==> src/rtl/if_fetch_stage.sv <==
// Instruction-fetch stage: owns the PC, keeps at most one instruction-memory
// request in flight and hands each fetched instruction with its PC to IF/ID.
`timescale 1ns/1ps

module if_fetch_stage #(
  parameter int unsigned     PC_W     = 16,
  parameter int unsigned     INST_W   = 16,
  parameter logic [PC_W-1:0] RESET_PC = '0,
  parameter int unsigned     PC_INC   = 2
) (
  input  logic              clk,
  input  logic              rst_n,
  output logic              imem_req,
  output logic [PC_W-1:0]   imem_addr,
  input  logic              imem_ack,
  input  logic [INST_W-1:0] imem_rdata,
  input  logic              stall,
  input  logic              redirect,
  input  logic [PC_W-1:0]   redirect_pc,
  output logic              if_id_we,
  output logic [INST_W-1:0] inst_out,
  output logic [PC_W-1:0]   pc_out
);

  typedef enum logic [2:0] {
    S_START,
    S_FETCH,
    S_WAIT,
    S_HOLD,
    S_DRAIN
  } state_t;

  state_t              state_q, state_d;
  logic [PC_W-1:0]     pc_q, pc_d;
  logic [PC_W-1:0]     pcNext;
  logic [INST_W-1:0]   hold_q, hold_d;
  logic                bootWindow_q, bootWindow_d;

  assign pcNext    = pc_q + PC_W'(PC_INC);
  assign imem_addr = pc_q;
  assign pc_out    = pc_q;

  always_ff @(posedge clk or negedge rst_n) begin
    if (!rst_n) begin
      state_q      <= S_START;
      pc_q         <= RESET_PC;
      hold_q       <= '0;
      bootWindow_q <= 1'b1;
    end else begin
      state_q      <= state_d;
      pc_q         <= pc_d;
      hold_q       <= hold_d;
      bootWindow_q <= bootWindow_d;
    end
  end

  // A response that was in flight when reset hit may still land in the first
  // START/FETCH after release; it is ignored, and the window marks it legal.
  assign bootWindow_d = bootWindow_q & ((state_q == S_START) | (state_q == S_FETCH));

  always_comb begin
    state_d  = state_q;
    pc_d     = pc_q;
    hold_d   = hold_q;
    imem_req = 1'b0;
    if_id_we = 1'b0;
    inst_out = hold_q;

    case (state_q)
      S_START: begin
        state_d = S_FETCH;
      end

      S_FETCH: begin
        imem_req = 1'b1;
        if (redirect) begin
          pc_d    = redirect_pc;
          state_d = S_DRAIN;
        end else begin
          state_d = S_WAIT;
        end
      end

      S_WAIT: begin
        if (redirect && imem_ack) begin
          pc_d    = redirect_pc;
          state_d = S_FETCH;
        end else if (redirect) begin
          pc_d    = redirect_pc;
          state_d = S_DRAIN;
        end else if (imem_ack && !stall) begin
          if_id_we = 1'b1;
          inst_out = imem_rdata;
          pc_d     = pcNext;
          state_d  = S_FETCH;
        end else if (imem_ack) begin
          hold_d  = imem_rdata;
          state_d = S_HOLD;
        end
      end

      S_HOLD: begin
        if (redirect) begin
          pc_d    = redirect_pc;
          state_d = S_FETCH;
        end else if (!stall) begin
          if_id_we = 1'b1;
          pc_d     = pcNext;
          state_d  = S_FETCH;
        end
      end

      S_DRAIN: begin
        // The stale response retires the old request even if a new redirect
        // arrives in the same cycle, otherwise we would wait forever.
        if (redirect) begin
          pc_d = redirect_pc;
        end
        if (imem_ack) begin
          state_d = S_FETCH;
        end
      end

      default: begin
        state_d = S_START;
      end
    endcase
  end

  property pNoUnexpectedAck;
    @(posedge clk) disable iff (!rst_n)
      imem_ack |-> ((state_q == S_WAIT) || (state_q == S_DRAIN) ||
                    (bootWindow_q && (state_q != S_HOLD)));
  endproperty

  assert property (pNoUnexpectedAck);

endmodule
==> config.mk <==
export PLATFORM = sky130hd
export DESIGN_NAME = if_fetch_stage
export DESIGN_NICKNAME = d
export VERILOG_FILES = /design/src/rtl/if_fetch_stage.sv
export SDC_FILE = /design/constraint.sdc
export NUM_CORES = 1
export LEC_CHECK = 0
export ABC_AREA = 1
export CELL_PAD_IN_SITES_DETAIL_PLACEMENT = 1
export CELL_PAD_IN_SITES_GLOBAL_PLACEMENT = 1
export CORE_ASPECT_RATIO = 0.6
export CORE_MARGIN = 4
export CORE_UTILIZATION = 34
export DETAILED_ROUTE_END_ITERATION = 10
export GPL_TIMING_DRIVEN = 0
export HOLD_SLACK_MARGIN = 0.05
export MAX_ROUTING_LAYER = met4
export PLACE_DENSITY = 0.86
export REMOVE_ABC_BUFFERS = 1
export SLEW_MARGIN = 40
export SYNTH_ARGS = -nofsm -noshare
export SYNTH_HDL_FRONTEND = slang
export SYNTH_SLANG_ARGS = --single-unit
export TNS_END_PERCENT = 100
==> constraint.sdc <==
create_clock -name clk -period 4.3 [get_ports clk]
set_clock_uncertainty 0.05 [all_clocks]
set_input_delay 0.86 -clock clk [delete_from_list [all_inputs] [get_ports clk]]
set_output_delay 0.86 -clock clk [all_outputs]
set_load 0.01 [all_outputs]
# Word level (Yosys, flattened, before mapping)
# Index checks and enable logic that the tools add are counted.
op_classes:
  add_sub_neg: 1
  n_eq_ne: 9
  n_mux: 27
  n_bitwise: 3
  n_reduce_logical: 9
ops:
  columns: ["cell", "count"]
  rows:
  - ["2-to-1 mux 16 bit", 10]
  - ["case mux 16 bit (3 select lines)", 1]
  - ["2-to-1 mux 3 bit", 8]
  - ["adder 16 x 2 -> 16 bit, second input constant", 1]
  - ["case mux 3 bit (5 select lines)", 1]
  - ["equality test 3 x 2 -> 1 bit, second input constant", 2]
  - ["2-to-1 mux 1 bit", 6]
  - ["inequality test 5 bit, second input constant", 1]
  - ["AND reduction 5 bit", 1]
  - ["inequality test 4 bit, second input constant", 1]
  - ["AND reduction 4 bit", 1]
  - ["equality test 3 x 1 -> 1 bit, second input constant", 1]
  - ["equality test 3 bit, second input constant", 1]
  - ["zero test 3 bit", 1]
  - ["inequality test 3 bit, second input constant", 1]
  - ["inverter 1 bit", 3]
  - ["AND reduction 3 bit", 1]
  - ["nonzero test 3 bit", 1]
  - ["logical AND 1 bit", 2]
  - ["inequality test 2 x 1 -> 1 bit, second input constant", 1]
  - ["inequality test 2 bit, second input constant", 1]
  - ["case mux 1 bit (2 select lines)", 1]
  - ["OR reduction 2 bit", 1]
  - ["zero test 1 bit", 1]
word_totals:
  ff_bits: 35
  input_bits: 37
  out_inout_bits: 50
  wordCells: 52

# Longest topological paths before layout
# Gate-level depths: netlist of run 1.
depth:
  ltp_word: 6
  ltp_mapped: 11
  ltp_nobuf: 10

# Worst setup path after synthesis of run 1
# No wires, ideal clock.
synth_timing:
  path_type: "in2out"
  from: "input port redirect"
  to: "output port inst_out[11]"
  t_arrival_ns: 1.583
  t_required_ns: 3.390
  setup_slack_ns: 1.807
  path_stages: 6
  path_buffers: 1
  path_cell_list: "inv_2 -> nand2_2 -> nor2_4 -> nand2_2 -> buf_6 -> o21ai_1"
synth_via:
  elab_chain_cells: 3
  word_cells_on_any_way: 4
  cone_classes: "mux (3); reduce/logical (1)"
synth_rtl:
  columns: ["item", "line_no", "text"]
  rows:
  - ["start, declared", "18", "input logic redirect,"]
  - ["2-to-1 mux 16 bit or logical AND 1 bit (tied branches)", "88, 85", null]
  - ["2-to-1 mux 16 bit *", "85", "if (redirect && imem_ack) begin"]
  - ["2-to-1 mux 16 bit *", "69", "case (state_q)"]
  - ["end, declared", "21", "output logic [INST_W-1:0] inst_out,"]
# Every way passes the cells marked *; elsewhere a longest branch is shown, timed or not.

# Worst setup path after layout of run 1
layout_timing:
  from: "input port redirect"
  to: "output port inst_out[5]"
# Same word-level chain as after synthesis.

==> run summary, run 1 <==
Result of the run: finished clean
Clock slew seen by the registers of the worst setup and hold paths: 60 ps
Effective utilization at floorplan: 35.8%
Tightest Pin Transition: 651 ps
Buffer cell driving the clock tree root: sky130_fd_sc_hd__clkbuf_16
Worst path bufs/invs: 3
Final count of pins violating max slew: 0
Critical-path cell list: clkdlybuf4s50_1 -> inv_2 -> nand2_2 -> nor2_4 -> nand2_2 -> nand2_1 -> o21ai_1 -> clkdlybuf4s50_1
Count of final hold-check violations: 0
Synth Instances: 328
Number of antenna violations at the first check in global routing: 0
Height of the die: 73.7 um
Sequential fraction of the synthesis area: 35.8%
Max VDD drop: 0.252 mV
Post-CTS resize count: 0
Placed wire-length estimate: 5.09 mm
Total congestion overflow after global routing: 0
Slowest library cell on the worst path: sky130_fd_sc_hd__clkdlybuf4s50_1
Number of buffers between clock root and the deepest sink: 2
Largest stage delay, worst path: 570 ps
Number of nets with antenna violations after routing: 0
Number of flip-flops and latches in the synthesized netlist: 35
Fraction of synthesized cell area in xor and xnor cells: 1.79%
Proportion of netlist area held by the largest area contributor: 35.8%
Die Outline Area: 8650 um2
Library cell with the largest summed area after synthesis: sky130_fd_sc_hd__dfrtp_1
Count of port buffers added during placement: 86
Clock latency on the worst-skew pair: 280 ps
Site Rows: 23
Main combinational cell family by area after synthesis: simple AND/OR/NAND/NOR gates
Final core area utilization: 49.1%
Final #Nets: 433
FMAX: 256 MHz
Crit-path max FO: 32
Syn. warnings: 0
Setup bufs post-CTS: 0
Cell area power density: 753 nW/um2
Number of DRC markers in iteration 0: 34
Final WL: 6.91 mm
Total of endpoints with negative setup slack in the final report: 0
CTS tree: done
Detail-routed net length per standard cell: 14.3 um
Max-Slew Margin vs Limit: 56.4%
CP top delay family: buffers and inverters
RSZ-0062 raised after global routing: false
Compound-Gate Fraction of Synth Area: 14.0%
Start-to-end type of the worst setup path: in -> out
CTS hold repair buffers: 0
First-pass DRT Iterations: 4
TritonCTS Buffers: 5
Syn-to-layout area delta: 37.2%
Overall global routing resource usage: 16.8%
Hold WC Path Type: reg -> reg
Final critical delay including setup and external delays: 3900 ps
Total negative setup slack: 0 ps
Leakage power: 1.52 nW
Adder and majority gate portion of the synthesized area: 0.512%
Post-Syn Area per Cell: 7.45 um2
Mapped cell area: 2440 um2
Most common cell after layout, fill and taps aside: sky130_fd_sc_hd__nand2_1
Max-Cap Viols: 0
Vias in the first global route: 2381
Chip width: 117 um
Area fraction in and, or, nand and nor cells after synthesis: 33.3%
Post-synthesis mux area share: 0%
Post-detailed-route DRC marker count: 0
Final Wtd Congestion: 0.834
Number of vias after detailed routing: 2339
Via-to-Cell Ratio: 4.84
Commonest non-fill, non-tap cells in the layout: 102 x sky130_fd_sc_hd__nand2_1, 85 x sky130_fd_sc_hd__clkdlybuf4s50_1, 35 x sky130_fd_sc_hd__dfrtp_1, 30 x sky130_fd_sc_hd__inv_1, 22 x sky130_fd_sc_hd__nand3_1
Largest net degree at the start of global routing: 36
Data required time of the worst path: 3390 ps
Number of library cell types mapped by synthesis: 31
Startpoint type of the worst setup path: primary input
Clock sink total: 35
CTS HTree Levels: 2
Final Cycle Share: 90.7%
I/O pin count: 87
Fraction of layout instances using a drive strength above 1: 14.6%
Wire length of the first global-routing pass: 11.5 mm
Main area contributors after synthesis: sky130_fd_sc_hd__dfrtp_1 36%, sky130_fd_sc_hd__nand2_1 16%, sky130_fd_sc_hd__o21ai_2 6.1%, sky130_fd_sc_hd__buf_4 5.8%, sky130_fd_sc_hd__inv_1 4.6%
Kind of capture point of the worst setup path: output port
Arr. time, crit path: 2990 ps
Placeable core region: 6820 um2
Final antenna diode count: 0
==> logic make-up after synthesis <==
| family | after synthesis |
|---|---|
| DFF | 35 |
| and+or+nand+nor | 170 |
| adders and majority gates | 1 |
| AOI/OAI and AO/OA | 54 |
| buffers and inverters | 63 |
| xor gates and xnor gates | 5 |
==> flip-flops by register name, summed over array words and instances (netlist names) <==
signal / flops
imem_addr: 16
hold_q: 16
state_q: 3
==> Yosys cell counts (all sizes together) <==
library cell / instances
o21ai: 44
nand3: 29
o22ai: 1
or2: 5
buf: 26
nor3: 1
xnor2: 2
inv: 37
nand4: 2
xor2: 3
nand3b: 1
o2111ai: 1
dfrtp: 35
a21oi: 7
ha: 1
nor2: 21
nand2: 110
o211ai: 1
nor3b: 1
==> worst register-to-register path, stage by stage (launching register included) <==
cell and delay [ps]:
sky130_fd_sc_hd__dfrtp_1 410, sky130_fd_sc_hd__inv_2 90, sky130_fd_sc_hd__nand2_1 80, sky130_fd_sc_hd__nand2_1 90, sky130_fd_sc_hd__nand2_1 90, sky130_fd_sc_hd__nand2_2 280, sky130_fd_sc_hd__inv_2 210, sky130_fd_sc_hd__or2_2 330
sky130_fd_sc_hd__nand3_2 80, sky130_fd_sc_hd__nand2_1 50
==> metrics by stage <==
| stage | setup WS, ps | hold WS, ps | std cells | area [um2] | total power, mW |
|---|---|---|---|---|---|
| finish | 399 | 437 | 483 | 3350 | 2.52 |
| global route | 247 | 461 | 483 | 3350 | 2.74 |
| CTS | 385 | 442 | 483 | 3350 | 2.56 |
| detailed placement | 419 | 421 | 475 | 3200 | 2.15 |
| global placement | 425 | 416 | 475 | 3200 | 2.09 |
| floorplan | 1630 | 405 | 302 | 2230 | 1.44 |
==> layout make-up <==
type	instances	area (um2)
fill	859	3470
multi-input combinational	230	1210
sequential	35	876
timing repair buffer	86	858
clock buffer	8	156
inverter	37	141
tap	87	109
==> report_power, final <==
group / internal, mW / switching (mW) / total (mW)
clock: 0.247 / 0.140 / 0.387
sequential: 0.497 / 0.184 / 0.681
combinational: 0.703 / 0.752 / 1.46
==> path summary, 6_finish.rpt <==
path / end / slack [ps] / start / depth (start not counted)
max reg2reg: imem_addr[12]$_DFFE_PN0P_ / 2430 / state_q[0]$_DFFE_PN0P_ / 9
min: hold_q[3]$_DFFE_PN0P_ / 440 / hold_q[3]$_DFFE_PN0P_ / 2
max in group asynchronous: hold_q[11]$_DFFE_PN0P_ / 3370 / rst_n / 1
min in group asynchronous: imem_addr[14]$_DFFE_PN0P_ / 490 / rst_n / 1
max: inst_out[5] / 400 / redirect / 8
min reg2reg: hold_q[3]$_DFFE_PN0P_ / 440 / hold_q[3]$_DFFE_PN0P_ / 2
==> routing by layer <==
layer / vias up / wire (um) / track usage [%]
met5: - / 0 / -
met4: 0 / 31 / 2.73
met3: 5 / 380 / 4.54
met2: 64 / 3080 / 27.3
met1: 1108 / 3410 / 21.6
li1: 1162 / - / -
No activity file was read; power rests on OpenSTA's default activity.
==> run 2: changes to the inputs <==
--- a/config.mk
+++ b/config.mk
@@ -10,12 +10,13 @@
 export CELL_PAD_IN_SITES_GLOBAL_PLACEMENT = 1
 export CORE_ASPECT_RATIO = 0.6
 export CORE_MARGIN = 4
-export CORE_UTILIZATION = 34
+export CORE_UTILIZATION = 37
 export DETAILED_ROUTE_END_ITERATION = 10
+export DONT_BUFFER_PORTS = 1
 export GPL_TIMING_DRIVEN = 0
 export HOLD_SLACK_MARGIN = 0.05
 export MAX_ROUTING_LAYER = met4
-export PLACE_DENSITY = 0.86
+export PLACE_DENSITY = 0.69
 export REMOVE_ABC_BUFFERS = 1
 export SLEW_MARGIN = 40
 export SYNTH_ARGS = -nofsm -noshare
==> constraint.sdc (replaced) <==
create_clock -name clk -period 4.2 [get_ports clk]
set_clock_uncertainty 0.05 [all_clocks]
set_input_delay 0.84 -clock clk [delete_from_list [all_inputs] [get_ports clk]]
set_output_delay 0.84 -clock clk [all_outputs]
set_load 0.01 [all_outputs]
==> run 2 against run 1 <==
Compared with the run above: final cell count decreased by 18%; first-iteration DRC count increased to 2.5 times the previous value; core utilization decreased by 9.9 points; critical path depth decreased by 1; power decreased by 20%; sequential cell count unchanged; combinational power decreased by 38%; sequential power increased by 15%; global-route usage decreased by 0.24 points; design area decreased by 27%.
==> run summary, run 2 (synthesized netlist as in run 1, its figures left out) <==
Result of the run: finished clean
Chip width: 113 um
Count of port buffers added during placement: 0
Reported net switching power: 1.01 mW
Largest net degree at the start of global routing: 36
Number of nets with antenna violations after routing: 0
Placeable core region: 6250 um2
Count of final hold-check violations: 0
Kind of capture point of the worst setup path: output port
Total of endpoints with negative setup slack in the final report: 0
Most common cell after layout, fill and taps aside: sky130_fd_sc_hd__nand2_1
Pint: 1.01 mW
Max-Cap Viols: 0
Height of the die: 71.0 um
CTS HTree Levels: 2
CTS tree: done
Tightest Pin Transition: 654 ps
Post-route worst hold slack: 182 ps
Final WL: 6.19 mm
Final #Nets: 347
Max-Slew Margin vs Limit: 56.2%
TritonCTS Buffers: 5
Start-to-end type of the worst setup path: reg -> out
Number of DRC markers in iteration 0: 85
Arr. time, crit path: 2080 ps
Clock Power Share: 16.2%
Net switching fraction of the power: 50.0%
First-pass DRT Iterations: 4
Fraction of layout instances using a drive strength above 1: 18.7%
Final count of pins violating max slew: 0
Max VDD drop: 0.220 mV
Startpoint type of the worst setup path: flip-flop
Clock sink total: 35
Register-to-register setup slack: 2270 ps
Effective utilization at floorplan: 39.1%
Buffer cell driving the clock tree root: sky130_fd_sc_hd__clkbuf_8
Final Wtd Congestion: 0.830
Hold WC Path Type: in -> async
Number of fill cells: 786
Part of the total power dissipated in sequential elements: 38.7%
Total congestion overflow after global routing: 0
RSZ-0062 raised after global routing: false
Syn-to-layout area delta: 0.307%
Post-detailed-route DRC marker count: 0
Leakage power: 1.18 nW
Crit-path max FO: 32
Final critical delay including setup and external delays: 2970 ps
I/O pin count: 87
Via-to-Cell Ratio: 5.07
Number of buffers between clock root and the deepest sink: 2
FMAX: 337 MHz
Final antenna diode count: 0
Total negative setup slack: 0 ps
Commonest non-fill, non-tap cells in the layout: 102 x sky130_fd_sc_hd__nand2_1, 35 x sky130_fd_sc_hd__dfrtp_1, 30 x sky130_fd_sc_hd__inv_1, 22 x sky130_fd_sc_hd__nand3_1, 19 x sky130_fd_sc_hd__o21ai_1
Setup bufs post-CTS: 0
Placed wire-length estimate: 4.65 mm
Cell area power density: 824 nW/um2
Number of vias after detailed routing: 1997
Data required time of the worst path: 3310 ps
Clock slew seen by the registers of the worst setup and hold paths: 80 ps
CTS hold repair buffers: 0
Clock latency on the worst-skew pair: 290 ps
Wire length of the first global-routing pass: 10.3 mm
Final Cycle Share: 70.6%
Die Outline Area: 8010 um2
Combinational share of power: 45.1%
Detail-routed net length per standard cell: 15.7 um
Number of antenna violations at the first check in global routing: 0
Post-CTS resize count: 0
Vias in the first global route: 2099
Site Rows: 22
Overall global routing resource usage: 16.5%
run 2: cell types whose count changed in the layout (fill, tap and decap cells not counted), sizes merged:
| cell | before | now |
|---|---|---|
| buf | 1 | 0 |
| bufinv | 0 | 1 |
| clkbuf | 8 | 6 |
| clkdlybuf4s50 | 85 | 0 |
| clkinv | 0 | 1 |
run 2: final cells by class:
class	count	area (um2)	area share (%)
Inverter	37	141	5.77
Clock inverter	2	35.0	1.43
Sequential cell	35	876	35.7
Clock buffer	6	82.6	3.37
Multi-Input combinational cell	230	1210	49.4
Tap cell	84	105	4.29
run 2: metrics by stage:
stage / setup WS (ps) / cells / cell area, um2 / total power [mW] / util, %
floorplan: 1570 / 302 / 2230 / 1.48 / -
global placement: 1330 / 386 / 2330 / 1.67 / 37.3
detailed placement: 1300 / 386 / 2330 / 1.72 / 37.3
CTS: 1180 / 394 / 2450 / 2.04 / 39.2
global route: 999 / 394 / 2450 / 2.22 / 39.2
finish: 1230 / 394 / 2450 / 2.02 / 39.2
run 2: layer usage:
| metal | GRT usage, % | vias to the layer above | wire [um] |
|---|---|---|---|
| li1 | - | 988 | - |
| met1 | 21.4 | 951 | 2980 |
| met2 | 25.5 | 54 | 2770 |
| met3 | 5.30 | 4 | 409 |
| met4 | 3.60 | 0 | 38 |
| met5 | - | - | 0 |
run 2: worst max-delay path, stage by stage (launching register included):
cell                      delay (ps)
sky130_fd_sc_hd__dfrtp_1         430
sky130_fd_sc_hd__nor2_2          170
sky130_fd_sc_hd__nand2_2         120
sky130_fd_sc_hd__inv_2            80
sky130_fd_sc_hd__nand2_2          70
sky130_fd_sc_hd__nor2_4          110
sky130_fd_sc_hd__nand2_2         370
sky130_fd_sc_hd__o21ai_1         420
run 2: worst paths after layout:
check                                    startpoint                         to  cells past startpoint
setup / recovery             state_q[2]$_DFFE_PN0P_                inst_out[3]                      7
hold / removal                                rst_n  imem_addr[10]$_DFFE_PN0P_                      0
setup reg to reg           imem_addr[1]$_DFFE_PN0P_  imem_addr[11]$_DFFE_PN0P_                      8
hold reg to reg               hold_q[3]$_DFFE_PN0P_      hold_q[3]$_DFFE_PN0P_                      2
max in group asynchronous                     rst_n   imem_addr[8]$_DFFE_PN0P_                      0
min in group clk              hold_q[3]$_DFFE_PN0P_      hold_q[3]$_DFFE_PN0P_                      2
run 2: power by group through the flow:
| stage | Combinational, mW | Clock [mW] | Sequential (mW) |
|---|---|---|---|
| floorplan | 0.747 | 0 | 0.730 |
| global placement | 0.885 | 0 | 0.784 |
| detailed placement | 0.928 | 0 | 0.788 |
| CTS | 0.929 | 0.331 | 0.785 |
| global route | 1.05 | 0.349 | 0.821 |
| finish | 0.912 | 0.326 | 0.782 |
